[config.mk]
export PLATFORM = sky130hd
export DESIGN_NAME = time_set_ctrl
export DESIGN_NICKNAME = d
export VERILOG_FILES = /design/src/rtl/time_set_pkg.sv /design/src/rtl/btn_debounce.sv /design/src/rtl/time_set_ctrl.sv
export SDC_FILE = /design/constraint.sdc
export NUM_CORES = 1
export LEC_CHECK = 0
export ABC_AREA = 1
export BUFFER_PORTS_ARGS = -buffer_cell sky130_fd_sc_hd__buf_2
export CELL_PAD_IN_SITES_DETAIL_PLACEMENT = 1
export CELL_PAD_IN_SITES_GLOBAL_PLACEMENT = 2
export CORE_MARGIN = 4
export CORE_UTILIZATION = 38
export CTS_BUF_LIST = sky130_fd_sc_hd__clkbuf_16
export CTS_CLUSTER_DIAMETER = 80
export CTS_CLUSTER_SIZE = 25
export DETAILED_ROUTE_END_ITERATION = 10
export GPL_TIMING_DRIVEN = 0
export PLACE_DENSITY = 0.9
export SLEW_MARGIN = 20
export SYNTH_ARGS = -nofsm -noshare
export SYNTH_HDL_FRONTEND = slang
export SYNTH_HIERARCHICAL = 1
export SYNTH_SLANG_ARGS = --single-unit
[constraint.sdc]
create_clock -name clk -period 5.5 [get_ports clk]
set_clock_uncertainty 0.05 [all_clocks]
set_input_delay 1.1 -clock clk [delete_from_list [all_inputs] [get_ports clk]]
set_output_delay 1.1 -clock clk [all_outputs]
set_load 0.05 [all_outputs]
[src/rtl/time_set_pkg.sv]
// Shared definitions for the time-setting controller: FSM state type,
// BCD range limits and the BCD helpers used on the edit registers.
package time_set_pkg;

  typedef enum logic [1:0] {
    RUN    = 2'd0,
    SET_HH = 2'd1,
    SET_MM = 2'd2,
    COMMIT = 2'd3
  } state_t;

  localparam logic [7:0] HH_MAX_BCD = 8'h23;
  localparam logic [7:0] MM_MAX_BCD = 8'h59;

  // True when both nibbles are decimal digits and the value is within max.
  function automatic logic bcd_valid(input logic [7:0] v, input logic [7:0] max);
    return (v[7:4] <= 4'd9) && (v[3:0] <= 4'd9) && (v <= max);
  endfunction

  // Captured values that are not usable BCD in range restart from 00.
  function automatic logic [7:0] bcd_capture(input logic [7:0] v, input logic [7:0] max);
    return bcd_valid(v, max) ? v : 8'h00;
  endfunction

  // +1 in BCD; max wraps to 00. Input is always a valid in-range value.
  function automatic logic [7:0] bcd_inc(input logic [7:0] v, input logic [7:0] max);
    logic [7:0] r;
    if (v >= max)
      r = 8'h00;
    else if (v[3:0] == 4'd9)
      r = {v[7:4] + 4'd1, 4'd0};
    else
      r = {v[7:4], v[3:0] + 4'd1};
    return r;
  endfunction

endpackage

[src/rtl/btn_debounce.sv]
// Button front end: 2-FF synchronizer, debouncer and press pulse.
//   clk, rst : clock, synchronous active-high reset
//   btn_n    : raw asynchronous button, active-low
//   level    : debounced button level, active-high (1 = pressed)
//   press    : one-cycle pulse on the debounced released->pressed edge
module btn_debounce #(
  parameter int unsigned DEBOUNCE_CYC = 1000000
) (
  input  logic clk,
  input  logic rst,
  input  logic btn_n,
  output logic level,
  output logic press
);

  localparam int unsigned CW = $clog2(DEBOUNCE_CYC + 1);

  logic          sync1, sync2;
  logic          level_q;
  logic [CW-1:0] cnt;

  always_ff @(posedge clk) begin
    if (rst) begin
      sync1   <= 1'b1;
      sync2   <= 1'b1;
      level   <= 1'b0;
      level_q <= 1'b0;
      cnt     <= '0;
    end else begin
      sync1   <= btn_n;
      sync2   <= sync1;
      level_q <= level;
      // cnt counts consecutive samples disagreeing with the current level
      if (~sync2 == level) begin
        cnt <= '0;
      end else if (cnt == CW'(DEBOUNCE_CYC - 1)) begin
        level <= ~sync2;
        cnt   <= '0;
      end else begin
        cnt <= cnt + CW'(1);
      end
    end
  end

  assign press = level & ~level_q;

endmodule

[src/rtl/time_set_ctrl.sv]
// Clock time-setting controller. Two buttons (mode, inc) walk through
// RUN -> SET_HH -> SET_MM -> COMMIT, editing a captured copy of the running
// time with BCD increments, auto-repeat on a held inc, and an idle timeout.
//   clk, rst         : clock, synchronous active-high reset
//   btn_mode_n       : raw mode button, active-low
//   btn_inc_n        : raw increment button, active-low
//   cur_hh_bcd/mm    : running time, BCD
//   set_active       : high while editing (counters hold)
//   blink_sel        : 00 none, 01 hours, 10 minutes
//   load             : one-cycle pulse, counters take load_hh_bcd/load_mm_bcd
//   load_hh/mm_bcd   : edit registers
module time_set_ctrl
  import time_set_pkg::*;
#(
  parameter int unsigned DEBOUNCE_CYC = 1000000,
  parameter int unsigned HOLD_CYC     = 25000000,
  parameter int unsigned REPEAT_CYC   = 12500000,
  parameter int unsigned TIMEOUT_CYC  = 1500000000
) (
  input  logic       clk,
  input  logic       rst,
  input  logic       btn_mode_n,
  input  logic       btn_inc_n,
  input  logic [7:0] cur_hh_bcd,
  input  logic [7:0] cur_mm_bcd,
  output logic       set_active,
  output logic [1:0] blink_sel,
  output logic       load,
  output logic [7:0] load_hh_bcd,
  output logic [7:0] load_mm_bcd
);

  localparam int unsigned RMAX = (HOLD_CYC > REPEAT_CYC) ? HOLD_CYC : REPEAT_CYC;
  localparam int unsigned RW   = $clog2(RMAX + 1);
  localparam int unsigned TW   = $clog2(TIMEOUT_CYC + 1);

  state_t          state, state_nxt;
  logic            mode_lvl, mode_press, inc_lvl, inc_press;
  logic [7:0]      edit_hh, edit_mm;
  logic [RW-1:0]   rep_cnt;
  logic            rep_armed, rep_first, rep_fire;
  logic [TW-1:0]   idle_cnt;
  logic            in_set, inc_evt, timeout;

  btn_debounce #(.DEBOUNCE_CYC(DEBOUNCE_CYC)) u_mode (
    .clk   (clk),
    .rst   (rst),
    .btn_n (btn_mode_n),
    .level (mode_lvl),
    .press (mode_press)
  );

  btn_debounce #(.DEBOUNCE_CYC(DEBOUNCE_CYC)) u_inc (
    .clk   (clk),
    .rst   (rst),
    .btn_n (btn_inc_n),
    .level (inc_lvl),
    .press (inc_press)
  );

  assign in_set   = (state == SET_HH) || (state == SET_MM);
  assign rep_fire = in_set & rep_armed & inc_lvl &
                    (rep_cnt == (rep_first ? RW'(HOLD_CYC - 1) : RW'(REPEAT_CYC - 1)));
  // mode wins over a coincident inc press or repeat
  assign inc_evt  = in_set & ~mode_press & (inc_press | rep_fire);
  assign timeout  = in_set & ~mode_press & ~inc_evt & (idle_cnt == TW'(TIMEOUT_CYC - 1));

  always_ff @(posedge clk) begin
    if (rst) state <= RUN;
    else     state <= state_nxt;
  end

  always_comb begin
    state_nxt  = state;
    set_active = 1'b0;
    blink_sel  = 2'b00;
    load       = 1'b0;
    case (state)
      RUN: begin
        if (mode_press) state_nxt = SET_HH;
      end
      SET_HH: begin
        set_active = 1'b1;
        blink_sel  = 2'b01;
        if (mode_press)   state_nxt = SET_MM;
        else if (timeout) state_nxt = RUN;
      end
      SET_MM: begin
        set_active = 1'b1;
        blink_sel  = 2'b10;
        if (mode_press)   state_nxt = COMMIT;
        else if (timeout) state_nxt = RUN;
      end
      COMMIT: begin
        load      = 1'b1;
        state_nxt = RUN;
      end
      default: state_nxt = RUN;
    endcase
  end

  always_ff @(posedge clk) begin
    if (rst) begin
      edit_hh   <= '0;
      edit_mm   <= '0;
      idle_cnt  <= '0;
      rep_cnt   <= '0;
      rep_armed <= 1'b0;
      rep_first <= 1'b0;
    end else begin
      if (state == RUN && mode_press) begin
        edit_hh <= bcd_capture(cur_hh_bcd, HH_MAX_BCD);
        edit_mm <= bcd_capture(cur_mm_bcd, MM_MAX_BCD);
      end else if (inc_evt) begin
        if (state == SET_HH) edit_hh <= bcd_inc(edit_hh, HH_MAX_BCD);
        else                 edit_mm <= bcd_inc(edit_mm, MM_MAX_BCD);
      end

      if (!in_set || mode_press || inc_evt || timeout) idle_cnt <= '0;
      else                                             idle_cnt <= idle_cnt + TW'(1);

      // Repeat only follows a press accepted in the current set state, so a
      // button held across a state change never repeats in the new state.
      if (!in_set || mode_press || !inc_lvl) begin
        rep_armed <= 1'b0;
        rep_cnt   <= '0;
      end else if (inc_press) begin
        rep_armed <= 1'b1;
        rep_first <= 1'b1;
        rep_cnt   <= '0;
      end else if (rep_fire) begin
        rep_first <= 1'b0;
        rep_cnt   <= '0;
      end else if (rep_armed) begin
        rep_cnt <= rep_cnt + RW'(1);
      end
    end
  end

  assign load_hh_bcd = edit_hh;
  assign load_mm_bcd = edit_mm;

endmodule

==> impl_metrics.toml, run 1 <==
[synth]
synth_edf_count = 0
synth-adder-area-share = 0.02833
yosysTopAreaCell = "dfxtp_1"
synth_xor_area_frac = 0.06478
synth_top_family_by_area = "simple AND/OR/NAND/NOR gates"
synth-main-ff-cell = "dfxtp_1"
yosysMostFrequentCell = "nand2_1"
synth_seq_area_share = 0.3747
muxShareOfSynthArea = 0
synth.distinct_cells = 44
synth.area.top_cells = "dfxtp_1 37%, nand2_1 12%, nor2_1 9.5%, inv_1 5.7%, xor2_1 4.2%"
synthTopCellsByCount = "211 x nand2_1, 168 x nor2_1, 124 x dfxtp_1"
syn-cell-area_sq_um = 6625
ys_ff_latch = 124
netlist_instances = 942
synth.avg_cell_area_sq_um = 7.033
yosysWarnings = 6
postSynth.asyncResetShare = 0
syn_nets = 977
synth_top_area_frac = 0.3747
synth_compound_area_frac = 0.07800
synthSimpleGateAreaFrac = 0.3836

[place]
place.port_buffers = 39
place_hpwl_microns = 12100
dp_cells = 1206
finalWeightedCongestion = 0.8007

[critical_path]
crit_type = "reg2out"
worstPathArrival_ns = 1.65
cpMaxStageDelayCell = "dfxtp_1"
r2r_slack_ns = 3.29
path_cells = "inv_1 > ha_1 > buf_2"
crit_fanout = 5
required_ns = 4.35
rr_endpoint = "load_mm_bcd[0]"
start_kind = "flip-flop"
r2r_cells = 9
reg2reg_from = "state[0]"
endpoint = "set_active"
slowest_delay_ns = 0.42
startpoint = "state[0]"
endpoint_kind = "output pin"

[cts]
post_cts_resized = 0
clk_pin_slew_ns = 0.05
cts_tree = "built"
htree_levels = 4
clock-sinks = 124
root_buffer = "clkbuf_16"
numCtsBuffers = 17
worstSkewPairLatency_ns = 0.42
holdBufCountCts = 0
cts_setup_buffers = 0
cts_buffer_depth = 2

[global_route]
grt_first_pass_wirelength_microns = 27840
grt_pass1_vias = 6065
grt_use_total = 0.1712
antenna_found_initial = 0
grt_overflow = 0
grt_max_degree = 17

[drt]
via_count = 5893
drtAntennaViolNets = 0
wl_per_cell_microns = 12.98
drt_pass1_iterations = 4
wl_microns = 16070
via_per_inst = 4.760
drc = 0
drt-initial-drc-count = 214

[job]
cap_violations = 0

[final_layout]
drive_above_1_share = 0.1540
layout.nets = 1035
layoutNonFillerInstCount = 1238
area_growth_pct = 15.64
num_antenna_cells = 0

[sta]
fmax_mhz = 357.5
relSlewSlack = 0.7096
rsz0062_at_grt = "no"
hold_viol = 0
slew_viol_final = 0
setup_viol = 0
period_minus_slack_ns = 2.797
tns_ns = 0
max_slew.worst_pin.slew_ns = 0.4356
min_period_over_period = 0.5086

[worst_hold_path]
holdCritPathClass = "reg2reg"
whs_path_depth = 1

[floorplan]
die_area_sq_um = 19610
initial_core_util = 0.3857
io_pins = 40
die_w_microns = 140.0
fp.dieH_microns = 140.0
fp-row-count = 48
core_sq_um = 17180

[power_and_ir_drop]
power.leakage_nw = 2.742
vdd_drop_max_v = 0.0002137
p_per_area_nw_per_um2 = 260.3

[status]
outcome = "completed"
[sequential cells by signal (all words and copies together) (netlist names)]
name            count
idle_cnt           31
load_hh_bcd         8
load_mm_bcd         8
rep_armed           1
rep_cnt            25
rep_first           1
state               2
u_inc/cnt          20
u_inc/level         1
u_inc/level_q       1
u_inc/sync1         1
u_inc/sync2         1
u_mode/cnt         20
u_mode/level        1
u_mode/level_q      1
u_mode/sync1        1
u_mode/sync2        1
[per-layer routing]
metal	global-route usage	part of all wire	routed length (microns)
met1	0.2154	0.48	7765
met4	0.05405	0.014	218
met5	0	0	0
met2	0.2920	0.48	7717
met3	0.03858	0.023	372
[kinds of logic (layout without fill, tap and decap cells)]
logic type / count (synthesis) / count (layout)
flip-flops: 124 / 124
adder cells (fa/ha/maj): 15 / 15
AND/OR/NAND/NOR: 548 / 548
buffers and inverters: 114 / 185
AO/OA/AOI/OAI: 92 / 92
XOR/XNOR: 49 / 49
[power by group]
part / switching [mW] / leakage, nW / internal (mW) / total (mW)
sequential: 0.000730 / 0.999 / 0.900 / 0.901
clock: 0.412 / 0.275 / 0.656 / 1.07
combinational: 0.0146 / 1.47 / 0.0107 / 0.0253
[how the worst min path moves through the flow]
stage	end	slack, ns	from
floorplan	u_inc/sync2	0.34	u_inc/sync1
global placement	u_mode/sync2	0.34	u_mode/sync1
detailed placement	u_mode/sync2	0.35	u_mode/sync1
CTS	u_mode/sync2	0.38	u_mode/sync1
global route	u_mode/sync2	0.39	u_mode/sync1
finish	u_mode/sync2	0.37	u_mode/sync1
[placed cells by master (no fill, tap or decap), types with 5 or more instances in the layout]
| cell type | instances |
|---|---|
| buf_2 | 45 |
| nand3_2 | 7 |
| clkinv_1 | 5 |
| nor3_2 | 5 |
| xnor2_1 | 17 |
| nor2_1 | 168 |
| ha_1 | 15 |
| nand3_1 | 49 |
| or2_2 | 10 |
| nor2_2 | 30 |
| dfxtp_1 | 124 |
| o21ai_0 | 26 |
| nand4_1 | 14 |
| nand2_4 | 5 |
| nor3_1 | 18 |
| a21oi_1 | 49 |
| nand2_1 | 211 |
| xor2_1 | 32 |
| nor2_4 | 5 |
| nand2_2 | 6 |
| inv_1 | 102 |
| clkbuf_16 | 17 |
[layout make-up]
type / instances / area (sq um)
tap: 225 / 281.5
clock buffer: 17 / 425.4
timing repair buffer: 39 / 195.2
multi-input combinational: 704 / 3675
buffer: 9 / 73.82
fill: 2266 / 9515
inverter: 105 / 394.1
clock inverter: 15 / 133.9
sequential: 124 / 2482
[worst max-delay path: cells and delay by family (launching register included)]
kind,cells,cell delay (ns)
adders and majority gates,1,0.40
buffers and inverters,2,0.42
DFF,1,0.42
[stage by stage]
step | hold WS, ns | power, mW | area (sq um) | setup WS (ns) | utilization
3_5_place_dp | 0.3488 | 0.9460 | 7102 | 2.697 | 0.4135
6_report | 0.3697 | 1.994 | 7661 | 2.703 | 0.4460
4_1_cts | 0.3782 | 2.022 | 7661 | 2.690 | 0.4460
5_1_grt | 0.3884 | 2.067 | 7661 | 2.615 | 0.4460
3_3_place_gp | 0.3446 | 0.9457 | 7102 | 2.735 | 0.4135
2_1_floorplan | 0.3395 | 0.9335 | 6625 | 3.284 | -
No activity file was read; power rests on OpenSTA's default activity.
==> run 2: changes to the inputs <==
--- a/config.mk
+++ b/config.mk
@@ -10,13 +10,13 @@
 export CELL_PAD_IN_SITES_DETAIL_PLACEMENT = 1
 export CELL_PAD_IN_SITES_GLOBAL_PLACEMENT = 2
 export CORE_MARGIN = 4
-export CORE_UTILIZATION = 38
+export CORE_UTILIZATION = 32
 export CTS_BUF_LIST = sky130_fd_sc_hd__clkbuf_16
 export CTS_CLUSTER_DIAMETER = 80
 export CTS_CLUSTER_SIZE = 25
 export DETAILED_ROUTE_END_ITERATION = 10
 export GPL_TIMING_DRIVEN = 0
-export PLACE_DENSITY = 0.9
+export PLACE_DENSITY = 0.81
 export SLEW_MARGIN = 20
 export SYNTH_ARGS = -nofsm -noshare
 export SYNTH_HDL_FRONTEND = slang
==> constraint.sdc (replaced) <==
create_clock -name clk -period 2.3 [get_ports clk]
set_clock_uncertainty 0.05 [all_clocks]
set_input_delay 0.46 -clock clk [delete_from_list [all_inputs] [get_ports clk]]
set_output_delay 0.46 -clock clk [all_outputs]
set_load 0.05 [all_outputs]
==> run 2 against run 1 <==
Routed wire length grew 2.0%. Cell count up 3.6%. Die area up 18%. Critical path depth did not move. Worst setup slack worse by 2.5 ns. Core utilization shrank 6.5 points. Global-route usage decreased by 2.6 points. Combinational power grew 140%. Clock-buffer cell count unchanged. Sequential share of layout area decreased by 0.33 points. Register-to-register slack got worse by 3.1 ns.
==> impl_metrics.toml, run 2 (same netlist as run 1, synthesis figures left out) <==
[global_route]
grt_overflow = 0
grt_max_degree = 17
antenna_found_initial = 0
grt_first_pass_wirelength_microns = 28440
grt_use_total = 0.1454
grt_pass1_vias = 6034

[final_layout]
postLayoutCellArea_sq_um = 7740
top_register = "idle_cnt"
area_growth_pct = 16.83
num_antenna_cells = 0
largest_reg_flops = 31
post-route-util = 0.3813
final_common_cell = "nand2_1"
largestRegisters = "idle_cnt: 31 flops, rep_cnt: 25 flops"
layout_common_cells = "211 x nand2_1, 168 x nor2_1, 124 x dfxtp_1"
layout.nets = 1036
drive_above_1_share = 0.1550

[worst_hold_path]
holdCritPathClass = "in2reg"
worst_hold_startpoint = "btn_mode_n"
whs_path_depth = 2
hold_path_end = "u_mode/sync1"

[critical_path]
r2r_cells = 11
endpoint_kind = "output pin"
worstPathArrival_ns = 1.59
path_cells = "inv_1 > ha_1 > buf_2"
crit_fanout = 5
crit_type = "reg2out"
reg2reg_from = "state[0]"
slowest_delay_ns = 0.42
start_kind = "flip-flop"
cpMaxStageDelayCell = "dfxtp_1"
r2r_slack_ns = 0.23
worst-path-buf-inv = 2
crit_family = "flip-flops"
required_ns = 1.79
rr_endpoint = "load_mm_bcd[6]"

[sta]
setup_viol = 0
whs_ns = 0.1872
min_period_over_period = 0.9111
relSlewSlack = 0.6636
slew_viol_final = 0
hold_viol = 0
period_minus_slack_ns = 2.096
fmax_mhz = 477.2
max_slew.worst_pin.slew_ns = 0.5046
tns_ns = 0
rsz0062_at_grt = "no"

[power_and_ir_drop]
vdd_drop_max_v = 0.0005019
p_per_area_nw_per_um2 = 623.2
p_total_mw = 4.823
power.leakage_nw = 2.768

[cts]
numCtsBuffers = 17
cts_buffer_depth = 2
clk_pin_slew_ns = 0.05
worstSkewPairLatency_ns = 0.42
root_buffer = "clkbuf_16"
holdBufCountCts = 0
htree_levels = 4
clock-sinks = 124
cts_tree = "built"

[place]
dpl_cell_area_sq_um = 7158
place_hpwl_microns = 12380
place.port_buffers = 39
finalWeightedCongestion = 0.7473

[drt]
wl_per_cell_microns = 12.78
drtAntennaViolNets = 0
drt_pass1_iterations = 4
wl_microns = 16400
via_per_inst = 4.638
via_count = 5951
drc = 0
drt-initial-drc-count = 197

[job]
cap_violations = 0

[floorplan]
fp-row-count = 52
fp.dieH_microns = 151.9
initial_core_util = 0.3264
die_area_sq_um = 23070
io_pins = 40
die_w_microns = 151.9
core_sq_um = 20300

[status]
outcome = "completed"
-- run 2: timing repair --
item	CTS	global route
setup endpoints to repair	0	12
resized for setup	0	3
buffers inserted	0	1
-- run 2: cell type report --
class	count	area, sq um
Sequential cell	124	2482
Buffer	9	73.82
Tap cell	270	337.8
Fill cell	2588	12560
Inverter	105	394.1
Clock inverter	14	137.6
Timing Repair Buffer	40	202.7
Multi-Input combinational cell	704	3686
Clock buffer	17	425.4
-- run 2: stage by stage --
| stage | std cells | worst slack [ns] |
|---|---|---|
| after detailed placement | 1251 | 0.07665 |
| after CTS | 1282 | 0.03940 |
| after global placement | 1251 | 0.1316 |
| after floorplan | 942 | 0.1671 |
| after global routing | 1283 | 0.009823 |
| final | 1283 | 0.2044 |
-- run 2: worst max path at each step --
stage | slack [ns] | depth (start not counted) | from | end
floorplan | 0.17 | 9 | state[0] | rep_cnt[17]
global placement | 0.13 | 11 | state[0] | load_hh_bcd[4]
detailed placement | 0.08 | 9 | state[0] | load_mm_bcd[0]
CTS | 0.04 | 9 | state[0] | load_mm_bcd[0]
global route | 0.01 | 11 | state[0] | load_hh_bcd[4]
finish | 0.20 | 3 | state[0] | set_active
-- run 2: worst reg2reg max path, stage by stage, from the launching register on --
cell,delay [ns]
dfxtp_1,0.42
inv_1,0.11
ha_1,0.28
nand2_4,0.16
inv_1,0.15
a211oi_2,0.22
nand2_1,0.17
nor3_1,0.18
a21oi_1,0.07
nand2_1,0.08
nand2_1,0.05
nor2_1,0.08
-- run 2: layer usage --
metal,GRT usage,up-vias,part of all wire
li1,-,3099,-
met1,0.1981,2779,0.52
met2,0.2290,55,0.44
met3,0.03441,18,0.034
met4,0.04495,0,0.012
met5,0,-,0
-- run 2: report_power, final --
part	switching, mW	internal (mW)
logic	0.0348	0.0255
registers	0.00192	2.15
clock network	0.947	1.66
